$ cat src/rtl/pc_stack_pkg.sv
// Shared types and helpers for the program-counter stack.
// Operation encoding, priority decode and depth-width helper.
package pc_stack_pkg;

    typedef enum logic [2:0] {
        OP_HOLD,
        OP_INC,
        OP_LOAD,
        OP_PUSH,
        OP_POP,
        OP_CLEAR
    } op_e;

    function automatic int clog2(input int v);
        int r;
        r = 0;
        for (int i = 0; i < 31; i++) begin
            if ((1 << i) < v) begin
                r = i + 1;
            end
        end
        return r;
    endfunction

    // Width of a counter that must hold 0..d inclusive.
    function automatic int depth_w(input int d);
        return clog2(d + 1);
    endfunction

    function automatic op_e op_decode(
        input logic clear,
        input logic pop,
        input logic push,
        input logic load,
        input logic inc
    );
        op_e op;
        priority case (1'b1)
            clear:   op = OP_CLEAR;
            pop:     op = OP_POP;
            push:    op = OP_PUSH;
            load:    op = OP_LOAD;
            inc:     op = OP_INC;
            default: op = OP_HOLD;
        endcase
        return op;
    endfunction

endpackage

$ cat src/rtl/pc_stack_if.sv
// Bus between the counter and the return-address LIFO.
// The counter side is master; the storage side is slave.
interface pc_stack_if #(
    parameter int DATA_SIZE = 16,
    parameter int DW        = 4
);

    logic                 push;
    logic                 pop;
    logic                 clr;
    logic [DATA_SIZE-1:0] wdata;
    logic [DATA_SIZE-1:0] rdata;
    logic [DW-1:0]        depth;

    modport master (
        output push,
        output pop,
        output clr,
        output wdata,
        input  rdata,
        input  depth
    );

    modport slave (
        input  push,
        input  pop,
        input  clr,
        input  wdata,
        output rdata,
        output depth
    );

endinterface

$ cat src/rtl/pc_stack_lifo_stack.sv
// Return-address LIFO: registered depth, unreset storage.
// rdata always presents the current top entry.
module lifo_stack
    import pc_stack_pkg::*;
#(
    parameter int DATA_SIZE = 16,
    parameter int DEPTH     = 8
) (
    input  logic        clk,
    input  logic        rst_n,
    pc_stack_if.slave   bus
);

    localparam int DW = depth_w(DEPTH);
    localparam int AW = clog2(DEPTH);
    localparam logic [DW-1:0] FULL_CNT = DW'(DEPTH);

    logic [DATA_SIZE-1:0] mem_q [DEPTH];
    logic [DW-1:0]        depth_q;
    logic [DW-1:0]        depth_d;
    logic                 we;
    logic [AW-1:0]        waddr;
    logic [AW-1:0]        top_idx;

    assign waddr   = AW'(depth_q);
    assign top_idx = AW'(depth_q - DW'(1));

    always_comb begin
        depth_d = depth_q;
        we      = 1'b0;
        if (bus.clr) begin
            depth_d = '0;
        end else if (bus.pop && depth_q != '0) begin
            depth_d = depth_q - DW'(1);
        end else if (bus.push && depth_q != FULL_CNT) begin
            we      = 1'b1;
            depth_d = depth_q + DW'(1);
        end
    end

    always_ff @(posedge clk or negedge rst_n) begin
        if (!rst_n) begin
            depth_q <= '0;
        end else begin
            depth_q <= depth_d;
        end
    end

    // Storage carries no reset; entries above depth are never read.
    always_ff @(posedge clk) begin
        if (we) begin
            mem_q[waddr] <= bus.wdata;
        end
    end

    assign bus.rdata = (depth_q == '0) ? '0 : mem_q[top_idx];
    assign bus.depth = depth_q;

endmodule

$ cat src/rtl/pc_stack.sv
// Program counter with call/return stack and sticky error flags.
// One operation per edge: clear > pop > push > load > inc > hold.
module pc_stack
    import pc_stack_pkg::*;
#(
    parameter int                   DATA_SIZE   = 16,
    parameter int                   DEPTH       = 8,
    parameter logic [DATA_SIZE-1:0] RESET_VALUE = '0
) (
`ifdef USE_POWER_PINS
    inout  wire                          vccd1,
    inout  wire                          vssd1,
`endif
    input  logic                         clock,
    input  logic                         reset_n,
    input  logic [DATA_SIZE-1:0]         in,
    input  logic                         load,
    input  logic                         inc,
    input  logic                         push,
    input  logic                         pop,
    input  logic                         clear,
    input  logic                         err_clr,
    output logic [DATA_SIZE-1:0]         out,
    output logic [depth_w(DEPTH)-1:0]    depth,
    output logic                         empty,
    output logic                         full,
    output logic                         overflow,
    output logic                         underflow
);

    localparam int DW = depth_w(DEPTH);
    localparam logic [DW-1:0] FULL_CNT = DW'(DEPTH);

    pc_stack_if #(
        .DATA_SIZE (DATA_SIZE),
        .DW        (DW)
    ) stk ();

    lifo_stack #(
        .DATA_SIZE (DATA_SIZE),
        .DEPTH     (DEPTH)
    ) u_lifo (
        .clk   (clock),
        .rst_n (reset_n),
        .bus   (stk)
    );

    op_e                  op;
    logic [DATA_SIZE-1:0] out_q;
    logic [DATA_SIZE-1:0] out_d;
    logic                 ovf_q;
    logic                 ovf_d;
    logic                 unf_q;
    logic                 unf_d;
    logic                 st_push;
    logic                 st_pop;
    logic                 st_clr;
    logic                 is_empty;
    logic                 is_full;

    assign op       = op_decode(clear, pop, push, load, inc);
    assign is_empty = (stk.depth == '0);
    assign is_full  = (stk.depth == FULL_CNT);

    always_comb begin
        out_d   = out_q;
        // A flag raised on this edge overrides err_clr below.
        ovf_d   = ovf_q & ~err_clr;
        unf_d   = unf_q & ~err_clr;
        st_push = 1'b0;
        st_pop  = 1'b0;
        st_clr  = 1'b0;
        unique case (op)
            OP_CLEAR: begin
                out_d  = RESET_VALUE;
                ovf_d  = 1'b0;
                unf_d  = 1'b0;
                st_clr = 1'b1;
            end
            OP_POP: begin
                if (is_empty) begin
                    unf_d = 1'b1;
                end else begin
                    out_d  = stk.rdata;
                    st_pop = 1'b1;
                end
            end
            OP_PUSH: begin
                out_d = in;
                if (is_full) begin
                    ovf_d = 1'b1;
                end else begin
                    st_push = 1'b1;
                end
            end
            OP_LOAD: out_d = in;
            OP_INC:  out_d = out_q + DATA_SIZE'(1);
            default: ;
        endcase
    end

    always_ff @(posedge clock or negedge reset_n) begin
        if (!reset_n) begin
            out_q <= RESET_VALUE;
            ovf_q <= 1'b0;
            unf_q <= 1'b0;
        end else begin
            out_q <= out_d;
            ovf_q <= ovf_d;
            unf_q <= unf_d;
        end
    end

    assign stk.push  = st_push;
    assign stk.pop   = st_pop;
    assign stk.clr   = st_clr;
    assign stk.wdata = out_q + DATA_SIZE'(1);

    assign out       = out_q;
    assign depth     = stk.depth;
    assign empty     = is_empty;
    assign full      = is_full;
    assign overflow  = ovf_q;
    assign underflow = unf_q;

endmodule

$ cat config.mk
export PLATFORM = sky130hd
export DESIGN_NAME = pc_stack
export DESIGN_NICKNAME = d
export VERILOG_FILES = /design/src/rtl/pc_stack_pkg.sv /design/src/rtl/pc_stack_if.sv /design/src/rtl/pc_stack_lifo_stack.sv /design/src/rtl/pc_stack.sv
export SDC_FILE = /design/constraint.sdc
export NUM_CORES = 1
export LEC_CHECK = 0
export ABC_CLOCK_PERIOD_IN_PS = 7600
export CORE_ASPECT_RATIO = 1.4
export CORE_UTILIZATION = 47
export DETAILED_ROUTE_END_ITERATION = 10
export PLACE_DENSITY = 0.66
export SLEW_MARGIN = 40
export SYNTH_ARGS = -nofsm -noshare
export SYNTH_HDL_FRONTEND = slang
export SYNTH_SLANG_ARGS = --single-unit
export TNS_END_PERCENT = 50
$ cat constraint.sdc
create_clock -name clock -period 7.6 [get_ports clock]
set_clock_uncertainty 0.05 [all_clocks]
set_input_delay 1.52 -clock clock [delete_from_list [all_inputs] [get_ports clock]]
set_output_delay 1.52 -clock clock [all_outputs]
set_load 0.01 [all_outputs]
Word level (Yosys, flattened, before mapping)
Memories as Yosys holds them, arrays and structs flattened.
Cells that the tools add are included.
{"block": "classes", "mux": 24, "addsub": 3, "n_bitwise": 3, "n_eq_ne": 8, "reduce_logical": 8}
{"cell": "$pmux 16 s4", "n": 1}
{"cell": "$add 16x1->16 const B", "n": 1}
{"cell": "$mux 16", "n": 1}
{"cell": "$mux 1", "n": 13}
{"cell": "$mux 4", "n": 3}
{"cell": "$mux 3", "n": 3}
{"cell": "$reduce_bool 4->1", "n": 2}
{"cell": "$eq 3x2->1 const B", "n": 2}
{"cell": "$eq 3x3->1 const B", "n": 2}
{"cell": "$add 4x1->4 const B", "n": 1}
{"cell": "$eq 4x4->1 const B", "n": 1}
{"cell": "$logic_not 4->1", "n": 1}
{"cell": "$ne 4x4->1 const B", "n": 1}
{"cell": "$pmux 1 s2", "n": 2}
{"cell": "$sub 4x1->4 const B", "n": 1}
{"cell": "$eq 3x1->1 const B", "n": 1}
{"cell": "$reduce_bool 3->1", "n": 1}
{"cell": "$and 1x1->1", "n": 2}
{"cell": "$logic_and 1x1->1", "n": 2}
{"cell": "$mux 2", "n": 1}
{"cell": "$ne 2x2->1 const B", "n": 1}
{"cell": "$reduce_and 2->1", "n": 1}
{"cell": "$reduce_or 2->1", "n": 1}
{"cell": "$not 1->1", "n": 1}
{"block": "totals", "mem_count": 1, "wordCells": 51, "reg_bits": 22, "input_bits": 24, "ram_bits": 128}
{"name": "u_lifo.mem_q", "depth": 8, "word_bits": 16, "rd": 1, "rd_clocked_by_memory_dff": 0, "wr": 1, "line": "pc_stack_lifo_stack.sv:18", "rtl": "logic [DATA_SIZE-1:0] mem_q [DEPTH];"}

Logic depth before layout (Yosys ltp)
Gate-level depths: netlist of run 1.
{"block": "depth", "word_depth": 13, "ltp_mapped": 12, "depth_no_buf": 8}

Modules after synthesis
A second synthesis of run 1 with hierarchy kept.
{"block": "unflattened", "hier_cells": 407, "hier_area_um2": 6681.4}
{"module": "lifo_stack", "cells_each": 247, "seq_area_each_um2": 3943.8, "area_per_inst_um2": 5246.3, "instances": 1}
{"module": "pc_stack", "cells_each": 160, "seq_area_each_um2": 450.4, "area_per_inst_um2": 1435.1, "instances": 1}

Worst setup path before layout of run 1
No wires, ideal clock.
{"block": "synth_timing", "kind": "input -> register", "start": "input clear", "end": "memory u_lifo.mem_q[1][0] (enable)", "n_path_buf": 0, "cell_stages": 3, "path_slack_ns": 4.069, "setup_ns": 0.409, "arrival_ns": 3.071, "cell_sequence": "nor2_1 nand4_1 nor3_1"}
{"block": "synth_via", "elab_chain_len": 9, "word_cells_on_any_way": 14}
{"element": "start, declared", "line": "pc_stack.sv:21", "rtl": "input logic clear,"}
{"element": "$mux 3 (*)", "line": "pc_stack_pkg.sv:38", "rtl": "priority case (1'b1)"}
{"element": "$eq 3x2->1", "line": "pc_stack.sv:73", "rtl": "unique case (op)"}
{"element": "$mux 1", "line": "pc_stack.sv:73"}
{"element": "$logic_and 1x1->1", "line": "pc_stack_lifo_stack.sv:35", "rtl": "end else if (bus.push && depth_q != FULL_CNT) begin"}
{"element": "$mux 1", "line": "pc_stack_lifo_stack.sv:35"}
{"element": "$mux 1", "line": "pc_stack_lifo_stack.sv:33", "rtl": "end else if (bus.pop && depth_q != '0) begin"}
{"element": "$mux 1 (*)", "line": "pc_stack_lifo_stack.sv:31", "rtl": "if (bus.clr) begin"}
{"element": "$mux 1 (*)", "line": "pc_stack_lifo_stack.sv:51", "rtl": "if (we) begin"}
{"element": "$mux 1 (not written as such) (*)", "line": "pc_stack_lifo_stack.sv:52", "rtl": "mem_q[waddr] <= bus.wdata;"}
{"element": "end, declared", "line": "pc_stack_lifo_stack.sv:18"}
Every way passes the cells marked *; elsewhere a longest branch is shown, timed or not.

Worst setup path after layout of run 1
{"block": "layout_timing", "start": "register u_lifo.depth_q[0] (netlist: u_lifo.bus.depth[0])", "end": "output empty"}
{"block": "layout_via", "elab_chain_len": 1}
{"element": "start, declared", "line": "pc_stack_lifo_stack.sv:19", "rtl": "logic [DW-1:0] depth_q;"}
{"element": "start signal, assigned", "line": "pc_stack_lifo_stack.sv:45", "rtl": "depth_q <= depth_d;"}
{"element": "$logic_not 4->1", "line": "pc_stack.sv:62", "rtl": "assign is_empty = (stk.depth == '0);"}
{"element": "end, declared", "line": "pc_stack.sv:25", "rtl": "output logic empty,"}
Every way passes these cells.

==> reports/results.tsv, run 1 <==
metric	value	unit
outcome	complete, no violations	
area delta synth->final	20.78	%
Hold Buf Count CTS	0	
final setup TNS	0	ns
detailed-route via count	3873	
Post-synth top flop	edfxtp_1	
fin crit share	57.89	%
drt first pass iters	5	
DP Cell Count	624	
WL final	15000	um
Worst EP arrival	2.83	ns
PostCTS Resize Cnt	0	
DR vias/cell	5.904	
hold_sp	overflow	
htree depth	4	
Tightest Hold Check Type	flop to flop	
number of remaining DRC errors	0	
Tmin final	4.400	ns
Max Clk Rate	227.3	MHz
deepest clock path buffer count	2	
io pins	48	
layout cell share with drive strength beyond 1	15.19	%
Tightest Pin Transition	0.8054	ns
antenna cell count	0	
number of synthesized register bits	150	
crit-path cells	inv_1 -> ha_1 -> or3b_4 -> clkinv_2 -> clkdlybuf4s50_1	
initial antenna violation count	0	
Fin. Hold Viols	0	
kind of critical path	flop to output pin	
die extent in x	100.4	um
Final Non-Filler Cells	656	
post-synthesis cell type count	52	
CTS Sinks	150	
first-pass GRT wire length	22980	um
post-synthesis sequential area ratio	68.92	%
worst reg2reg setup slack	4.20	ns
Crit. Startpoint	u_lifo.bus.depth[0]	
reg2reg start	u_lifo.bus.depth[0]	
Starting Density	47.85	%
post-route ant nets	0	
Worst setup EP type	output pin	
RSZ-0062 raised after global routing	no	
P_leak	2.656	nW
synth warn	0	
vias in the first global route	4090	
post-CTS setup buffers	0	
Mean Syn Cell Area	15.74	um^2
CP max stage cell	dfrtp_4	
TritonCTS clock tree	yes	
Slew HR	46.13	%
detail-routed net length per standard cell	22.87	um
Largest delay share family, worst path	buffers and inverters	
Synth async-reset ratio	14.67	%
Die Height	139.8	um
Post-synth EDFFs	128	
largest net degree at the start of global routing	35	
Peak VDD IR	0.2075	mV
met3 WL	619	um
leading area contributor after synthesis	edfxtp_1	
CORE AREA	0.01333	mm^2
# port buffers	47	
Hold WS	0.4697	ns
clock slew at reported path FFs	0.06	ns
fin util	57.79	%
count leader, synth	edfxtp_1	
Initial DRC Count	249	
fill cell count	1037	
DIE AREA	0.01404	mm^2
Detailed Place HPWL	9260	um
max-slew violations	0	
row cnt	50	
CP startpoint kind	flop	
power per cell area	392.5	mW/mm^2
Required @ worst endpoint	6.03	ns
uppermost layer routed	met4	
WP buf/inv	3	
syn_nets	432	
clk root buf	clkbuf_16	
RePlAce Congestion	0.8065	
GRT Util Overall	23.25	%
crit-path max cell delay	0.71	ns
post-synth top area share	60.28	%
top post-synthesis cells by area	edfxtp_1 (60%), dfrtp_1 (8.6%), mux4_2 (7.8%), mux4_1 (2.1%), nand2_1 (1.9%)	
worst-skew pair later-pin latency	0.42	ns
WL met1	5969	um
met2 WL	7916	um
synth cell count leaders	edfxtp_1 (128), nand2_1 (32), nor2_1 (30), dfrtp_1 (22), mux4_2 (22)	
Final Net Count	488	
Crit Path Max Fanout	34	
Remaining Overflow, GRT	0	
Final setup viols	0	
Mapped Area	0.006376	mm^2
max-cap violations	0	
Cells after Synth	405	
Num CTS Buffers	17	
-- worst paths after layout --
check	end	depth (start not counted)
worst max-delay path	empty	5
worst min-delay path	overflow	2
worst max register to register	out[15]	8
worst min register to register	overflow	2
max in group asynchronous	u_lifo.bus.depth[0]	1
min in group asynchronous	u_lifo.bus.depth[3]	1
-- tightest hold or removal path, cell delays in order, from the launching register on --
cell,delay (ns)
dfrtp_1,0.34
a21oi_1,0.06
nor2_1,0.08
-- power by group --
group          switching [mW]  total, mW  internal, mW
clock network           0.316      0.875         0.559
logic                   0.540      0.974         0.433
registers               0.118       1.17          1.06
-- cell usage in the layout, fill, tap and decap left out, types with 3 or more instances in the layout --
| cell type | n |
|---|---|
| clkbuf_1 | 3 |
| clkdlybuf4s50_1 | 46 |
| nand4_1 | 6 |
| a21oi_1 | 15 |
| mux4_1 | 5 |
| xnor2_1 | 11 |
| nor3_1 | 7 |
| o21ai_0 | 6 |
| nor2_1 | 30 |
| a22o_1 | 4 |
| a31oi_1 | 5 |
| clkinv_2 | 3 |
| mux4_2 | 22 |
| nand2_1 | 32 |
| a221oi_1 | 8 |
| bufinv_16 | 4 |
| mux2i_1 | 7 |
| a22oi_1 | 7 |
| edfxtp_1 | 128 |
| dfrtp_1 | 21 |
| buf_4 | 11 |
| inv_1 | 9 |
| xor2_1 | 6 |
| clkbuf_16 | 17 |
| nand3_1 | 12 |
| ha_1 | 3 |
-- through the flow --
| stage | area (um^2) | power (mW) | worst slack (ns) |
|---|---|---|---|
| 6_report | 7701 | 3.022 | 3.200 |
| 5_1_grt | 7701 | 3.162 | 3.053 |
| 4_1_cts | 7701 | 3.040 | 3.174 |
| 2_1_floorplan | 6376 | 1.814 | 4.069 |
| 3_5_place_dp | 7079 | 2.161 | 3.504 |
| 3_3_place_gp | 7076 | 2.138 | 3.464 |
-- kinds of logic (layout without fill, tap and decap cells) --
group	Yosys count	after routing	share of synthesized area, %
adders and majority gates	3	3	0.5888
buffers and inverters	31	100	2.139
and+or+nand+nor	104	104	7.555
DFF	150	150	68.92
xor gates and xnor gates	18	18	2.590
muxes	35	35	11.11
AOI/OAI and AO/OA	64	64	7.104
-- flip-flops by register name, summed over array words and instances (netlist names) --
register	count
u_lifo.bus.depth	4
underflow	1
overflow	1
u_lifo.mem_q	128
out	16
-- layout make-up --
type	instances	area (um^2)	share of cell area [%]
repair buffers	58	548.0	7.116
multi-input cells	224	1867	24.24
flip-flops and latches	150	4398	57.11
well taps	182	227.7	2.957
clock buffers	21	450.4	5.849
clock inverters	11	171.4	2.226
inverters	10	38.79	0.5037
-- metal layers --
metal / global-route usage, % / vias up
met5: 0 / -
li1: - / 1715
met4: 10.76 / 0
met1: 27.89 / 1983
met3: 4.771 / 37
met2: 39.91 / 138
(Power assumes the default switching activity.)
==> inputs of run 2 (changes only) <==
ABC_CLOCK_PERIOD_IN_PS = 3900   (was 7600)
PLACE_DENSITY = 0.69   (was 0.66)
clock period = 3.9 ns   (was 7.6 ns; I/O delays follow)
==> reports/results.tsv, run 2 (synthesized netlist as in run 1, its figures left out) <==
metric	value	unit	change
outcome	complete, no violations		
layout cell share with drive strength beyond 1	16.18	%	+0.99 points
Die Height	139.8	um	unchanged
Num CTS Buffers	17		unchanged
Peak VDD IR	0.4672	mV	+130%
P_leak	2.700	nW	+1.6%
Final Net Count	496		+1.6%
worst-skew pair later-pin latency	0.42	ns	about the same
DIE AREA	0.01404	mm^2	unchanged
CP startpoint kind	flop		
detail-routed net length per standard cell	22.68	um	-0.82%
power per cell area	763.7	mW/mm^2	+95%
RePlAce Congestion	0.8779		+8.9%
Detailed Place HPWL	9285	um	+0.28%
max reg flops	128		unchanged
hold_sp	overflow		
Starting Density	47.85	%	unchanged
Min-Delay Endpoint	overflow		
Crit Path Max Fanout	10		-71%
Hold Crit Depth	2		unchanged
commonest cells after routing, fill and taps aside	edfxtp_1 (128), clkdlybuf4s50_1 (47), nand2_1 (32)		
Worst R2R Path Depth	7		-1
io pins	48		unchanged
Worst setup EP type	output pin		
kind of critical path	flop to output pin		
CTS Sinks	150		unchanged
post-CTS setup buffers	0		unchanged
post-route ant nets	0		unchanged
CORE AREA	0.01333	mm^2	unchanged
fin crit share	84.28	%	
WP buf/inv	3		unchanged
Tmin final	3.287	ns	
row cnt	50		unchanged
WL final	15060	um	+0.39%
Max Clk Rate	304.2	MHz	
die extent in x	100.4	um	unchanged
fin util	58.33	%	+0.54 points
number of remaining DRC errors	0		unchanged
clock slew at reported path FFs	0.06	ns	about the same
crit-path max cell delay	0.55	ns	-0.16 ns
CP max stage cell	clkdlybuf4s50_1		
Required @ worst endpoint	3.07	ns	-2.96 ns
reg2reg start	u_lifo.bus.depth[1]		
Critical R2R Capture	out[9]		
clk root buf	clkbuf_16		
final setup TNS	0	ns	unchanged
Final setup viols	0		unchanged
largest net degree at the start of global routing	34		-2.9%
GRT Util Overall	22.83	%	-0.42 points
area delta synth->final	21.90	%	
Tightest Hold Check Type	flop to flop		
vias in the first global route	3971		-2.9%
max-cap violations	0		unchanged
worst reg2reg setup slack	0.97	ns	-3.23 ns
initial antenna violation count	0		unchanged
Largest delay share family, worst path	buffers and inverters		
max-slew violations	0		unchanged
Remaining Overflow, GRT	0		unchanged
most common cell after layout, fill and taps aside	edfxtp_1		
Slew HR	52.85	%	+6.7 points
RSZ-0062 raised after global routing	no		
PostCTS Resize Cnt	0		unchanged
Reg with most FFs	u_lifo.mem_q		
TritonCTS clock tree	yes		
Hold Buf Count CTS	0		unchanged
htree depth	4		unchanged
Fin. Hold Viols	0		unchanged
Initial DRC Count	238		-4.4%
drt first pass iters	5		unchanged
detailed-route via count	3904		+0.80%
crit-path cells	inv_1 -> ha_1 -> or3b_4 -> clkinv_2 -> clkdlybuf4s50_1		
# port buffers	47		unchanged
DR vias/cell	5.880		-0.41%
Tightest Pin Transition	0.7049	ns	-0.1005 ns
first-pass GRT wire length	22610	um	-1.6%
deepest clock path buffer count	2		unchanged
Worst EP arrival	2.46	ns	-0.37 ns
antenna cell count	0		unchanged
==> run 2: worst max path at each step <==
stage	start	to	slack, ns	cells after the start
after floorplan	u_lifo.bus.depth[0]	u_lifo.mem_q[1][0]	0.64	7
after global placement	clear	out[15]	0.90	6
after detailed placement	clear	out[5]	0.90	6
after CTS	u_lifo.bus.depth[1]	empty	0.61	5
after global routing	u_lifo.bus.depth[1]	empty	0.51	5
final	u_lifo.bus.depth[1]	empty	0.61	5
==> run 2: layout make-up <==
type	instances	area, um^2
repair buffers	66	613.1
clock buffers	19	432.9
clock inverters	13	203.9
multi-input cells	224	1861
well taps	182	227.7
fillers	997	5553
inverters	10	38.79
flip-flops and latches	150	4395
==> run 2: power by group <==
group          leakage, nW  switching [mW]  total, mW  internal, mW
combinational        0.940            1.11       1.97         0.861
clock                0.303           0.628       1.76          1.13
sequential            1.46           0.150       2.21          2.05
total                 2.70            1.89       5.94          4.05
==> run 2: worst register-to-register path: stages (launching register included) <==
cell and delay, ns:
dfrtp_1 0.56, inv_1 0.12, ha_1 0.27, xor2_2 0.49, buf_4 0.37, mux4_1 0.62
a22oi_1 0.22, nand3_1 0.11
==> run 2: metal layers <==
metal  share of wire, %  GRT usage, %  vias to the layer above
li1                   -             -                     1721
met3                6.7         5.826                       38
met2                 51         37.82                      182
met4                2.8         10.30                        0
met5                  0             0                        -
met1                 40         28.02                     1963
==> run 2: stage by stage <==
step | hold WS, ns | area [um^2] | setup WS [ns] | total power, mW | std cells
global route | 0.5104 | 7772 | 0.5063 | 6.190 | 664
detailed placement | 0.4806 | 7136 | 0.9025 | 4.199 | 632
finish | 0.4972 | 7772 | 0.6129 | 5.935 | 664
global placement | 0.4567 | 7136 | 0.8967 | 4.153 | 632
CTS | 0.4945 | 7772 | 0.6086 | 5.969 | 664
floorplan | 0.4344 | 6376 | 0.6399 | 3.535 | 405
==> inputs of run 3 (changes only) <==
ABC_CLOCK_PERIOD_IN_PS = 3450   (was 3900)
PLACE_DENSITY = 0.66   (was 0.69)
clock period = 3.45 ns   (was 3.9 ns; I/O delays follow)
==> reports/results.tsv, run 3 (synthesized netlist as in run 1, its figures left out) <==
metric	value	unit	change
outcome	complete, no violations		
Setup WS pre-CTS	0.4991	ns	-0.4034 ns
Die Height	139.8	um	unchanged
Peak VDD IR	0.4380	mV	-6.3%
worst setup margin	0.2798	ns	-0.3332 ns
CORE AREA	0.01333	mm^2	unchanged
power per cell area	857.3	mW/mm^2	+12%
max reg flops	128		unchanged
Worst EP arrival	2.43	ns	-0.03 ns
detailed-route via count	3957		+1.4%
Final Non-Filler Cells	666		+0.30%
DR vias/cell	5.941		+1.1%
Tightest Hold Check Type	flop to flop		
final setup TNS	0	ns	unchanged
Starting Density	47.85	%	unchanged
Finished Cell Area	0.007764	mm^2	-0.11%
area delta synth->final	21.76	%	
max-slew violations	0		unchanged
die extent in x	100.4	um	unchanged
deepest clock path buffer count	2		unchanged
io pins	48		unchanged
post-route ant nets	0		unchanged
Slew HR	49.00	%	-3.8 points
Worst R2R Path Depth	7		unchanged
Crit Path Max Fanout	10		unchanged
Final Net Count	498		+0.40%
drt first pass iters	5		unchanged
worst-skew pair later-pin latency	0.41	ns	about the same
largest net degree at the start of global routing	34		unchanged
first-pass GRT wire length	23300	um	+3.1%
most common cell after layout, fill and taps aside	edfxtp_1		
fin crit share	91.89	%	
P_leak	2.702	nW	about the same
DIE AREA	0.01404	mm^2	unchanged
Num CTS Buffers	17		unchanged
commonest cells after routing, fill and taps aside	edfxtp_1 (128), clkdlybuf4s50_1 (47), nand2_1 (32)		
RePlAce Congestion	0.8318		-5.3%
GRT Util Overall	23.40	%	+0.57 points
DP Cell Count	634		+0.32%
clock slew at reported path FFs	0.06	ns	about the same
PostCTS Resize Cnt	0		unchanged
Fin. Hold Viols	0		unchanged
Initial DRC Count	277		+16%
Remaining Overflow, GRT	0		unchanged
placed inst area	0.007151	mm^2	+0.21%
vias in the first global route	4004		+0.83%
Detailed Place HPWL	9559	um	+2.9%
kind of critical path	flop to output pin		
CP startpoint kind	flop		
Max Clk Rate	315.4	MHz	
Reg with most FFs	u_lifo.mem_q		
number of remaining DRC errors	0		unchanged
htree depth	4		unchanged
post-CTS setup buffers	0		unchanged
clk root buf	clkbuf_16		
antenna cell count	0		unchanged
Power, Total	6.656	mW	+12%
RSZ-0062 raised after global routing	no		
# port buffers	47		unchanged
CTS Sinks	150		unchanged
initial antenna violation count	0		unchanged
Hold Buf Count CTS	0		unchanged
max-cap violations	0		unchanged
Hold Crit Depth	2		unchanged
TritonCTS clock tree	yes		
layout cell share with drive strength beyond 1	16.74	%	+0.55 points
detail-routed net length per standard cell	22.88	um	+0.84%
Final setup viols	0		unchanged
row cnt	50		unchanged
Tmin final	3.170	ns	
Required @ worst endpoint	2.71	ns	-0.36 ns
WL final	15240	um	+1.1%
Tightest Pin Transition	0.7650	ns	+0.06008 ns
Worst setup EP type	output pin		
[run 3: worst paths after layout]
kind	from	slack, ns	end
max in group asynchronous	reset_n	2.49	u_lifo.bus.depth[0]
setup reg to reg	u_lifo.bus.depth[1]	0.63	out[9]
min in group asynchronous	reset_n	0.59	u_lifo.bus.depth[2]
hold / removal	overflow	0.48	overflow
hold reg to reg	overflow	0.48	overflow
setup / recovery	u_lifo.bus.depth[1]	0.28	empty
[run 3: report_power, final]
part / internal (mW) / total (mW) / switching, mW
registers: 2.32 / 2.49 / 0.167
logic: 0.978 / 2.25 / 1.27
clock network: 1.20 / 1.91 / 0.710
[run 3: worst max-delay path: stages, from the launching register on]
cell	delay (ns)
dfrtp_1	0.49
inv_1	0.12
ha_1	0.28
or3b_4	0.44
clkinv_2	0.13
clkdlybuf4s50_1	0.55
[run 3: final cells by class]
cell class                 instances  area (um^2)
clock buffer                      18        429.2
clock inverter                    14        183.9
fill                             995         5562
inverter                          10        38.79
multi-input combinational        224         1861
sequential                       150         4395
tap                              182        227.7
timing repair buffer              68        628.1
[run 3: per-stage QoR]
step	util, %	hold WS (ns)
finish	58.26	0.4825
global route	58.26	0.5096
CTS	58.26	0.4876
detailed placement	53.66	0.4737
global placement	53.66	0.4612
floorplan	-	0.3444
[run 3: layer usage]
| metal | global-route usage (%) | vias up | share of wire, % |
|---|---|---|---|
| met5 | 0 | - | 0 |
| met1 | 29.35 | 2009 | 40 |
| li1 | - | 1735 | - |
| met3 | 4.269 | 35 | 5.5 |
| met2 | 39.40 | 178 | 51 |
| met4 | 10.45 | 0 | 3.2 |
